File: src/rtl/mem_client_if.sv
// Bundle for one memory client: core command/response side plus the
// byte-wide request/ready port toward the memory arbiter.
interface mem_client_if #(
  parameter int M_WIDTH = 32
);
  logic               cmd_valid;
  logic               cmd_ready;
  logic [M_WIDTH-1:0] cmd_addr;
  logic               cmd_we;
  logic [1:0]         cmd_width;
  logic [31:0]        cmd_wdata;
  logic               rsp_valid;
  logic [31:0]        rsp_rdata;
  logic               rsp_err;
  logic               request;
  logic [M_WIDTH-1:0] addr;
  logic               we;
  logic [1:0]         data_width;
  logic [M_WIDTH-1:0] data_out;
  logic               ready;
  logic [M_WIDTH-1:0] mem_rdata;

  modport master (
    input  cmd_valid, cmd_addr, cmd_we, cmd_width, cmd_wdata, ready, mem_rdata,
    output cmd_ready, rsp_valid, rsp_rdata, rsp_err,
           request, addr, we, data_width, data_out
  );

  modport slave (
    output cmd_valid, cmd_addr, cmd_we, cmd_width, cmd_wdata, ready, mem_rdata,
    input  cmd_ready, rsp_valid, rsp_rdata, rsp_err,
           request, addr, we, data_width, data_out
  );
endinterface

File: src/rtl/mem_client.sv
// Memory client initiator: splits 8/16/32-bit core accesses into sequential
// byte transactions on the arbiter's four-phase request/ready port.
module mem_client #(
  parameter int         M_WIDTH    = 32,
  parameter logic [1:0] MEM_ACC_8  = 2'b00,
  parameter logic [1:0] MEM_ACC_16 = 2'b01,
  parameter logic [1:0] MEM_ACC_32 = 2'b10
) (
  input logic          clk,
  input logic          rst,
  mem_client_if.master bus
);
  localparam int LANES = M_WIDTH / 8;

  typedef enum logic [1:0] {IDLE, REQ, WAIT_REL, DONE} state_t;

  state_t             state_q, state_d;
  logic               cmd_ready_q, cmd_ready_d;
  logic               request_q, request_d;
  logic [M_WIDTH-1:0] addr_q, addr_d;
  logic               we_q, we_d;
  logic [31:0]        wdata_q, wdata_d;
  logic [7:0]         byte_q, byte_d;
  logic [1:0]         idx_q, idx_d;
  logic [1:0]         last_q, last_d;
  logic               err_q, err_d;
  logic [31:0]        buf_q, buf_d;
  logic               rsp_valid_q, rsp_valid_d;
  logic [31:0]        rsp_rdata_q, rsp_rdata_d;
  logic               rsp_err_q, rsp_err_d;

  logic               cmd_legal;
  logic [1:0]         cmd_last;
  logic [1:0]         idx_next;
  logic [7:0]         lane_bytes [LANES];
  logic [7:0]         lane_byte;

  // The arbiter returns a full memory word; pick the byte lane of the current address.
  generate
    for (genvar gi = 0; gi < LANES; gi++) begin : g_lane
      assign lane_bytes[gi] = bus.mem_rdata[8*gi +: 8];
    end
    if (LANES > 1) begin : g_sel
      assign lane_byte = lane_bytes[addr_q[$clog2(LANES)-1:0]];
    end else begin : g_one
      assign lane_byte = lane_bytes[0];
    end
  endgenerate

  always_comb begin
    cmd_legal = 1'b1;
    cmd_last  = 2'd0;
    case (bus.cmd_width)
      MEM_ACC_8:  cmd_last = 2'd0;
      MEM_ACC_16: cmd_last = 2'd1;
      MEM_ACC_32: cmd_last = 2'd3;
      default:    cmd_legal = 1'b0;
    endcase
  end

  assign idx_next = idx_q + 2'd1;

  always_comb begin
    state_d     = state_q;
    cmd_ready_d = cmd_ready_q;
    request_d   = request_q;
    addr_d      = addr_q;
    we_d        = we_q;
    wdata_d     = wdata_q;
    byte_d      = byte_q;
    idx_d       = idx_q;
    last_d      = last_q;
    err_d       = err_q;
    buf_d       = buf_q;
    rsp_valid_d = 1'b0;
    rsp_rdata_d = rsp_rdata_q;
    rsp_err_d   = rsp_err_q;

    case (state_q)
      IDLE: begin
        cmd_ready_d = 1'b1;
        if (bus.cmd_valid && cmd_ready_q) begin
          cmd_ready_d = 1'b0;
          wdata_d     = bus.cmd_wdata;
          last_d      = cmd_last;
          idx_d       = 2'd0;
          buf_d       = '0;
          if (cmd_legal) begin
            state_d   = REQ;
            request_d = 1'b1;
            addr_d    = bus.cmd_addr;
            we_d      = bus.cmd_we;
            byte_d    = bus.cmd_wdata[7:0];
            err_d     = 1'b0;
          end else begin
            // Illegal width never touches the arbiter; report the error directly.
            state_d = DONE;
            err_d   = 1'b1;
          end
        end
      end

      REQ: begin
        if (bus.ready) begin
          if (!we_q) begin
            buf_d[{idx_q, 3'b000} +: 8] = lane_byte;
          end
          request_d = 1'b0;
          state_d   = WAIT_REL;
        end
      end

      WAIT_REL: begin
        // Four-phase: the next byte may only be requested once ready has dropped.
        if (!bus.ready) begin
          if (idx_q == last_q) begin
            state_d = DONE;
          end else begin
            idx_d     = idx_next;
            addr_d    = addr_q + M_WIDTH'(1);
            byte_d    = wdata_q[{idx_next, 3'b000} +: 8];
            request_d = 1'b1;
            state_d   = REQ;
          end
        end
      end

      DONE: begin
        rsp_valid_d = 1'b1;
        rsp_rdata_d = (we_q || err_q) ? 32'd0 : buf_q;
        rsp_err_d   = err_q;
        // Stay unready during the response cycle so it cannot overlap a new accept.
        cmd_ready_d = 1'b0;
        state_d     = IDLE;
      end

      default: state_d = IDLE;
    endcase
  end

  always_ff @(posedge clk) begin
    if (rst) begin
      state_q     <= IDLE;
      cmd_ready_q <= 1'b1;
      request_q   <= 1'b0;
      addr_q      <= '0;
      we_q        <= 1'b0;
      wdata_q     <= '0;
      byte_q      <= '0;
      idx_q       <= '0;
      last_q      <= '0;
      err_q       <= 1'b0;
      buf_q       <= '0;
      rsp_valid_q <= 1'b0;
      rsp_rdata_q <= '0;
      rsp_err_q   <= 1'b0;
    end else begin
      state_q     <= state_d;
      cmd_ready_q <= cmd_ready_d;
      request_q   <= request_d;
      addr_q      <= addr_d;
      we_q        <= we_d;
      wdata_q     <= wdata_d;
      byte_q      <= byte_d;
      idx_q       <= idx_d;
      last_q      <= last_d;
      err_q       <= err_d;
      buf_q       <= buf_d;
      rsp_valid_q <= rsp_valid_d;
      rsp_rdata_q <= rsp_rdata_d;
      rsp_err_q   <= rsp_err_d;
    end
  end

  assign bus.cmd_ready  = cmd_ready_q;
  assign bus.request    = request_q;
  assign bus.addr       = addr_q;
  assign bus.we         = we_q;
  assign bus.data_width = MEM_ACC_8;
  assign bus.data_out   = M_WIDTH'(byte_q);
  assign bus.rsp_valid  = rsp_valid_q;
  assign bus.rsp_rdata  = rsp_rdata_q;
  assign bus.rsp_err    = rsp_err_q;
endmodule

File: src/flat_wrapper.sv
// flat-port wrapper written by rule: the top's interface ports become plain ports
module mem_client_flat 
#(
  parameter int         M_WIDTH    = 32,
  parameter logic [1:0] MEM_ACC_8  = 2'b00,
  parameter logic [1:0] MEM_ACC_16 = 2'b01,
  parameter logic [1:0] MEM_ACC_32 = 2'b10
)
  (clk, rst, bus_cmd_valid, bus_cmd_addr, bus_cmd_we, bus_cmd_width, bus_cmd_wdata, bus_ready, bus_mem_rdata, bus_cmd_ready, bus_rsp_valid, bus_rsp_rdata, bus_rsp_err, bus_request, bus_addr, bus_we, bus_data_width, bus_data_out);
  mem_client_if #(.M_WIDTH(M_WIDTH)) bus_i ();
  input logic clk;
  input logic rst;
  input wire logic [$bits(bus_i.cmd_valid)-1:0] bus_cmd_valid;
  input wire logic [$bits(bus_i.cmd_addr)-1:0] bus_cmd_addr;
  input wire logic [$bits(bus_i.cmd_we)-1:0] bus_cmd_we;
  input wire logic [$bits(bus_i.cmd_width)-1:0] bus_cmd_width;
  input wire logic [$bits(bus_i.cmd_wdata)-1:0] bus_cmd_wdata;
  input wire logic [$bits(bus_i.ready)-1:0] bus_ready;
  input wire logic [$bits(bus_i.mem_rdata)-1:0] bus_mem_rdata;
  output wire logic [$bits(bus_i.cmd_ready)-1:0] bus_cmd_ready;
  output wire logic [$bits(bus_i.rsp_valid)-1:0] bus_rsp_valid;
  output wire logic [$bits(bus_i.rsp_rdata)-1:0] bus_rsp_rdata;
  output wire logic [$bits(bus_i.rsp_err)-1:0] bus_rsp_err;
  output wire logic [$bits(bus_i.request)-1:0] bus_request;
  output wire logic [$bits(bus_i.addr)-1:0] bus_addr;
  output wire logic [$bits(bus_i.we)-1:0] bus_we;
  output wire logic [$bits(bus_i.data_width)-1:0] bus_data_width;
  output wire logic [$bits(bus_i.data_out)-1:0] bus_data_out;
  assign bus_i.cmd_valid = bus_cmd_valid;
  assign bus_i.cmd_addr = bus_cmd_addr;
  assign bus_i.cmd_we = bus_cmd_we;
  assign bus_i.cmd_width = bus_cmd_width;
  assign bus_i.cmd_wdata = bus_cmd_wdata;
  assign bus_i.ready = bus_ready;
  assign bus_i.mem_rdata = bus_mem_rdata;
  assign bus_cmd_ready = bus_i.cmd_ready;
  assign bus_rsp_valid = bus_i.rsp_valid;
  assign bus_rsp_rdata = bus_i.rsp_rdata;
  assign bus_rsp_err = bus_i.rsp_err;
  assign bus_request = bus_i.request;
  assign bus_addr = bus_i.addr;
  assign bus_we = bus_i.we;
  assign bus_data_width = bus_i.data_width;
  assign bus_data_out = bus_i.data_out;
  mem_client #(.M_WIDTH(M_WIDTH), .MEM_ACC_8(MEM_ACC_8), .MEM_ACC_16(MEM_ACC_16), .MEM_ACC_32(MEM_ACC_32)) u_core (.clk(clk), .rst(rst), .bus(bus_i));
endmodule
File: config.mk
export PLATFORM = sky130hd
export DESIGN_NAME = mem_client_flat
export DESIGN_NICKNAME = d
export VERILOG_FILES = /design/src/rtl/mem_client_if.sv /design/src/rtl/mem_client.sv /design/src/flat_wrapper.sv
export SDC_FILE = /design/constraint.sdc
export NUM_CORES = 1
export LEC_CHECK = 0
export ABC_CLOCK_PERIOD_IN_PS = 2800
export BUFFER_PORTS_ARGS = -buffer_cell sky130_fd_sc_hd__buf_4
export CAP_MARGIN = 10
export CORE_MARGIN = 5
export CORE_UTILIZATION = 52
export CTS_CLUSTER_DIAMETER = 100
export DETAILED_ROUTE_END_ITERATION = 6
export HOLD_SLACK_MARGIN = 0.1
export PLACE_DENSITY_LB_ADDON = 0.1
export REMOVE_ABC_BUFFERS = 1
export SYNTH_ARGS = -nofsm -noshare
export SYNTH_HDL_FRONTEND = slang
export SYNTH_SLANG_ARGS = --single-unit
export TNS_END_PERCENT = 100
File: constraint.sdc
create_clock -name clk -period 2.8 [get_ports clk]
set_input_delay 0.28 -clock clk [delete_from_list [all_inputs] [get_ports clk]]
set_output_delay 0.28 -clock clk [all_outputs]
set_load 0.1 [all_outputs]
==> results of run 1 <==
## worst max-delay path, cell delays in order, from the launching register on
cell and delay [ps]:
dfxtp_1 500, nand4_2 170, or3_4 440, or4_4 580, or4_1 520, a31oi_1 160
## cells by family after synthesis
family                   Yosys count  share of synthesized area
flip-flops                       148                      0.419
AND/OR/NAND/NOR                  307                      0.215
buffers and inverters            101                     0.0743
adder cells (fa/ha/maj)           12                     0.0212
other                              1                   0.000531
AO/OA/AOI/OAI                    226                      0.201
XOR/XNOR                           2                    0.00248
multiplexers                      27                     0.0666
## metrics by stage
stage | setup WS, ps | TNS [ps] | cell area, µm² | util
2_1_floorplan | -753 | -43100 | 6700 | -
3_3_place_gp | 415 | 0 | 8440 | 0.635
3_5_place_dp | 366 | 0 | 8440 | 0.635
4_1_cts | 368 | 0 | 9150 | 0.688
5_1_grt | 202 | 0 | 9150 | 0.688
6_report | 357 | 0 | 9150 | 0.688
## worst max-delay path by stage
stage | from | endpoint | slack (ps)
after floorplan | u_core.state_q[0] | u_core.bus.addr[20] | -750
after global placement | u_core.bus.addr[7] | u_core.bus.addr[28] | 420
after detailed placement | u_core.bus.addr[7] | u_core.bus.addr[28] | 370
after CTS | u_core.bus.addr[7] | u_core.bus.addr[28] | 370
after global routing | u_core.state_q[1] | u_core.buf_q[19] | 200
final | u_core.bus.addr[7] | u_core.bus.addr[28] | 360
## sequential cells by signal, summed over array words and instances, names as in the netlist, 2 cells and up
signal	count
u_core.buf_q	32
u_core.byte_q	8
u_core.bus.addr	32
u_core.idx_q	2
u_core.last_q	2
u_core.bus.rsp_rdata	32
u_core.state_q	2
u_core.wdata_q	32
## cell usage after synthesis (3+ instances only)
cell type	number	area, µm²
and3_1	4	25.0
nand3_1	33	165
nand2b_1	5	31.3
or4_1	6	45.0
a22oi_1	3	22.5
a31oi_1	10	62.6
buf_1	6	22.5
a21boi_0	4	30.0
nand4_1	12	75.1
and4_1	3	26.3
o21ai_0	22	110
o31ai_1	3	22.5
nor2_1	62	233
dfxtp_1	148	2960
a211oi_1	17	128
buf_6	5	56.3
nand2_1	106	398
mux2i_1	11	110
buf_4	26	195
clkbuf_1	45	169
or3_1	3	18.8
a22o_1	24	210
inv_1	16	60.1
o32ai_1	5	43.8
a21oi_1	108	541
nor2b_1	40	250
o31a_1	4	35.0
nor4b_1	3	26.3
mux4_2	16	360
nor3_1	10	50.1
o211ai_1	8	60.1
o22ai_1	4	25.0
ha_1	12	150
and2_1	5	31.3
## final cells by class
cell class / instances / area (µm²)
fillers: 1075 / 4150
repair buffers: 208 / 1580
flip-flops and latches: 148 / 2960
clock inverters: 14 / 200
inverters: 17 / 63.8
multi-input cells: 600 / 3680
well taps: 176 / 220
clock buffers: 18 / 439
## power by group through the flow
| stage | Sequential, mW | Clock, mW | Combinational (mW) |
|---|---|---|---|
| 3_5_place_dp | 2.94 | 0 | 5.11 |
| 5_1_grt | 2.96 | 2.54 | 5.50 |
| 2_1_floorplan | 4.59 | 0 | 2.02 |
| 6_report | 2.92 | 2.44 | 5.13 |
| 3_3_place_gp | 2.91 | 0 | 5.04 |
| 4_1_cts | 2.90 | 2.47 | 5.13 |
## what timing repair did
action                                  in CTS  in global routing
endpoints found under the setup margin       0                  0
gates resized for setup                      0                  0
endpoints found under the hold margin        7                  0
buffers inserted                             0                  0
hold buffers                                 7                  0
## metal layers
| layer | routed length (µm) | vias up |
|---|---|---|
| met5 | 0 | - |
| met4 | 550 | 0 |
| met3 | 1370 | 44 |
| met2 | 9480 | 268 |
| met1 | 8420 | 3188 |
| li1 | - | 3240 |
==> reports/results.ini, run 1 <==
[power]
p_clk_frac=0.232
ir_worst_vdd_uv=662
p_sw_mw=5.09
power_frac_seq=0.278
swShare=0.485
pwr-share-comb=0.489
total_power_mw=10.5
p_int_mw=5.39
p_leak_nw=3.71
power_density_nw_per_um2=1150

[finish]
finalNonFillerCells=1181
layout_commonest_cell=buf_4
diodes=0
finalNetCount=1107
drive_gt1_frac=0.260
mostFrequentLayoutCells=buf_4, dfxtp_1, a21oi_1
area_growth_pct=29.4

[global_route]
grt_remaining_overflow=0
grt_use_total=0.237
top_usage_layer=met2
antenna_found_initial=0
grt_pass1_vias=6434
grtUsageMet3=0.0538
grt_pass1_wl_um=31400
gr-usage-met2=0.394
grtUsageMet1=0.296
grt_start_max_net_pins=56

[setup_path]
worstPathArrival_ps=2790
reg2reg_depth=5
crit_fanout=10
crit_type=reg -> reg
r2r_start=u_core.bus.addr[7]
r2r_slack_ps=360
critPathRequiredTime_ps=3150
rr_endpoint=u_core.bus.addr[28]
start_kind=flip-flop
worst_setup_path_end_kind=flip-flop

[sta]
skew_ps=7.42
worstMarginPinSlew_ps=712
hold_ws_ps=109
hold_violations=0
fin_crit_ps=2440
slew_headroom=0.526
rsz0062_at_grt=false
fmax_mhz=409
period_share=0.872
setup_viol=0
slew_violations=0

[logic_synthesis]
synth-edff-count=0
synth.distinct_cells=60
synth_seq_area_share=0.419
syn_avg_cell_area_um2=8.58
synth_ff_type=dfxtp_1
post_synth_inst_count=824
ys_ff_latch=148
synth_area_um2=7070
synthArstFlopShare=0
ys_warn_count=0

[floorplanning]
die_y_um=127
rows=42
dieArea_um2=16000
die_w_um=127
core_um2=13300
start_util=0.532
boundaryPins=206

[clocking]
cts_made_buffers=17
path_clk_slew_ps=60
htree_levels=4
clock-sinks=148
insertion_delay_ps=420
root_buffer=clkbuf_16
clk_path_buf_depth=2
cts_tree=done

[min_path]
min_from=bus_cmd_wdata[11]
hold_path.class=in -> reg
min_delay_path_depth=3
hold_path_end=u_core.wdata_q[11]

[route]
final_antenna_net_count=0
drc=0
dr.pass1.iters=5
viasPerCell=5.71
wirelength_um=19800
drt-wirelength-per-cell_um=16.8
via_count=6740
drtIter0Drc=476

[placed_design]
gp_congestion=0.961
numPortBuffers=179
dpl.hpwl_um=14200
placed_cells=1142

[run_status]
status=complete, no violations

[job]
max_cap_violations=0

Power figures use the tool's default switching activity.
==> run 2: changes to the inputs <==
CORE_ASPECT_RATIO = 0.75   (was default)
==> reports/results.ini, run 2 (synthesis results as in run 1) <==
[global_route]
grt_use_total=0.248
antenna_found_initial=0
grt_pass1_wl_um=32500
grt_start_max_net_pins=66
grt_remaining_overflow=0
grt_pass1_vias=6543

[sta]
fin_setup_tns_ps=0
rsz0062_at_grt=false
hold_violations=0
skew_ps=14.5
worstMarginPinSlew_ps=674
period_share=0.887
slew_headroom=0.551
fin_crit_ps=2480
hold_ws_ps=112
setup_viol=0
fmax_mhz=403
slew_violations=0

[finish]
final_area_um2=9050
mostFrequentLayoutCells=buf_4, dfxtp_1, a21oi_1
finalNetCount=1098
drive_gt1_frac=0.257
layout_commonest_cell=buf_4
area_growth_pct=28.1
diodes=0

[clocking]
path_clk_slew_ps=70
cts_hold_buf=0
htree_levels=4
insertion_delay_ps=430
cts_made_buffers=17
cts_tree=done
post_cts_resized=0
root_buffer=clkbuf_16
clk_path_buf_depth=2
cts_setup_buffers=0
clock-sinks=148

[setup_path]
worstPathArrival_ps=2830
critPathRequiredTime_ps=3140
start_kind=flip-flop
r2r_start=u_core.bus.addr[7]
worst_setup_path_end_kind=flip-flop
crit_fanout=10
cp-startpoint=u_core.bus.addr[7]
r2r_slack_ps=320
crit_type=reg -> reg

[power]
p_leak_nw=3.67
ir_worst_vdd_uv=1060
total_power_mw=10.5
power_density_nw_per_um2=1160

[route]
viasPerCell=5.79
top_layer_used=met4
wirelength_um=20300
met2_length_um=9040
via_count=6740
final_antenna_net_count=0
drc=0
wl_met3_um=2050
dr.pass1.iters=7
drt-wirelength-per-cell_um=17.5
drtIter0Drc=541
wl_met1_um=8980

[floorplanning]
die_w_um=145
die_y_um=111
rows=36
dieArea_um2=16000
start_util=0.537
boundaryPins=206
core_um2=13200

[placed_design]
dpl.hpwl_um=14500
numPortBuffers=179
place_area_um2=8440
gp_congestion=0.854

[job]
max_cap_violations=0

[min_path]
hold_path.class=in -> reg
min_from=bus_cmd_wdata[15]

[run_status]
status=complete, no violations

[run 2: power by group]
part,internal (mW),total (mW),switching (mW)
combinational,1.39,5.19,3.80
clock,1.52,2.39,0.866
sequential,2.50,2.91,0.417
total,5.41,10.5,5.08
[run 2: stage by stage]
| stage | utilization | std cells | worst slack [ps] |
|---|---|---|---|
| after global placement | 0.642 | 1135 | 416 |
| after CTS | 0.688 | 1164 | 332 |
| final | 0.688 | 1164 | 316 |
| after floorplan | - | 765 | -753 |
| after global routing | 0.688 | 1164 | 171 |
| after detailed placement | 0.642 | 1135 | 329 |
[run 2: worst paths after layout]
kind | end | cells after the start
setup / recovery | u_core.bus.addr[28] | 5
hold / removal | u_core.wdata_q[15] | 3
setup reg to reg | u_core.bus.addr[28] | 5
hold reg to reg | u_core.wdata_q[30] | 2
[run 2: layout make-up]
cell class / count / area, µm²
Tap cell: 171 / 214
Fill cell: 1049 / 4100
Clock buffer: 20 / 457
Inverter: 17 / 63.8
Sequential cell: 148 / 2960
Clock inverter: 9 / 154
Timing Repair Buffer: 199 / 1520
Multi-Input combinational cell: 600 / 3680
[run 2: per-layer routing]
| layer | vias to the layer above | global-route usage |
|---|---|---|
| li1 | 3215 | - |
| met1 | 3172 | 0.348 |
| met2 | 330 | 0.377 |
| met3 | 23 | 0.0630 |
| met4 | 0 | 0.0740 |
| met5 | - | 0 |
[run 2: worst max-delay path, cell delays in order, from the launching register on]
cell and delay (ps):
dfxtp_1 500, nand4_2 170, or3_4 440, or4_4 600, or4_1 540, a31oi_1 160
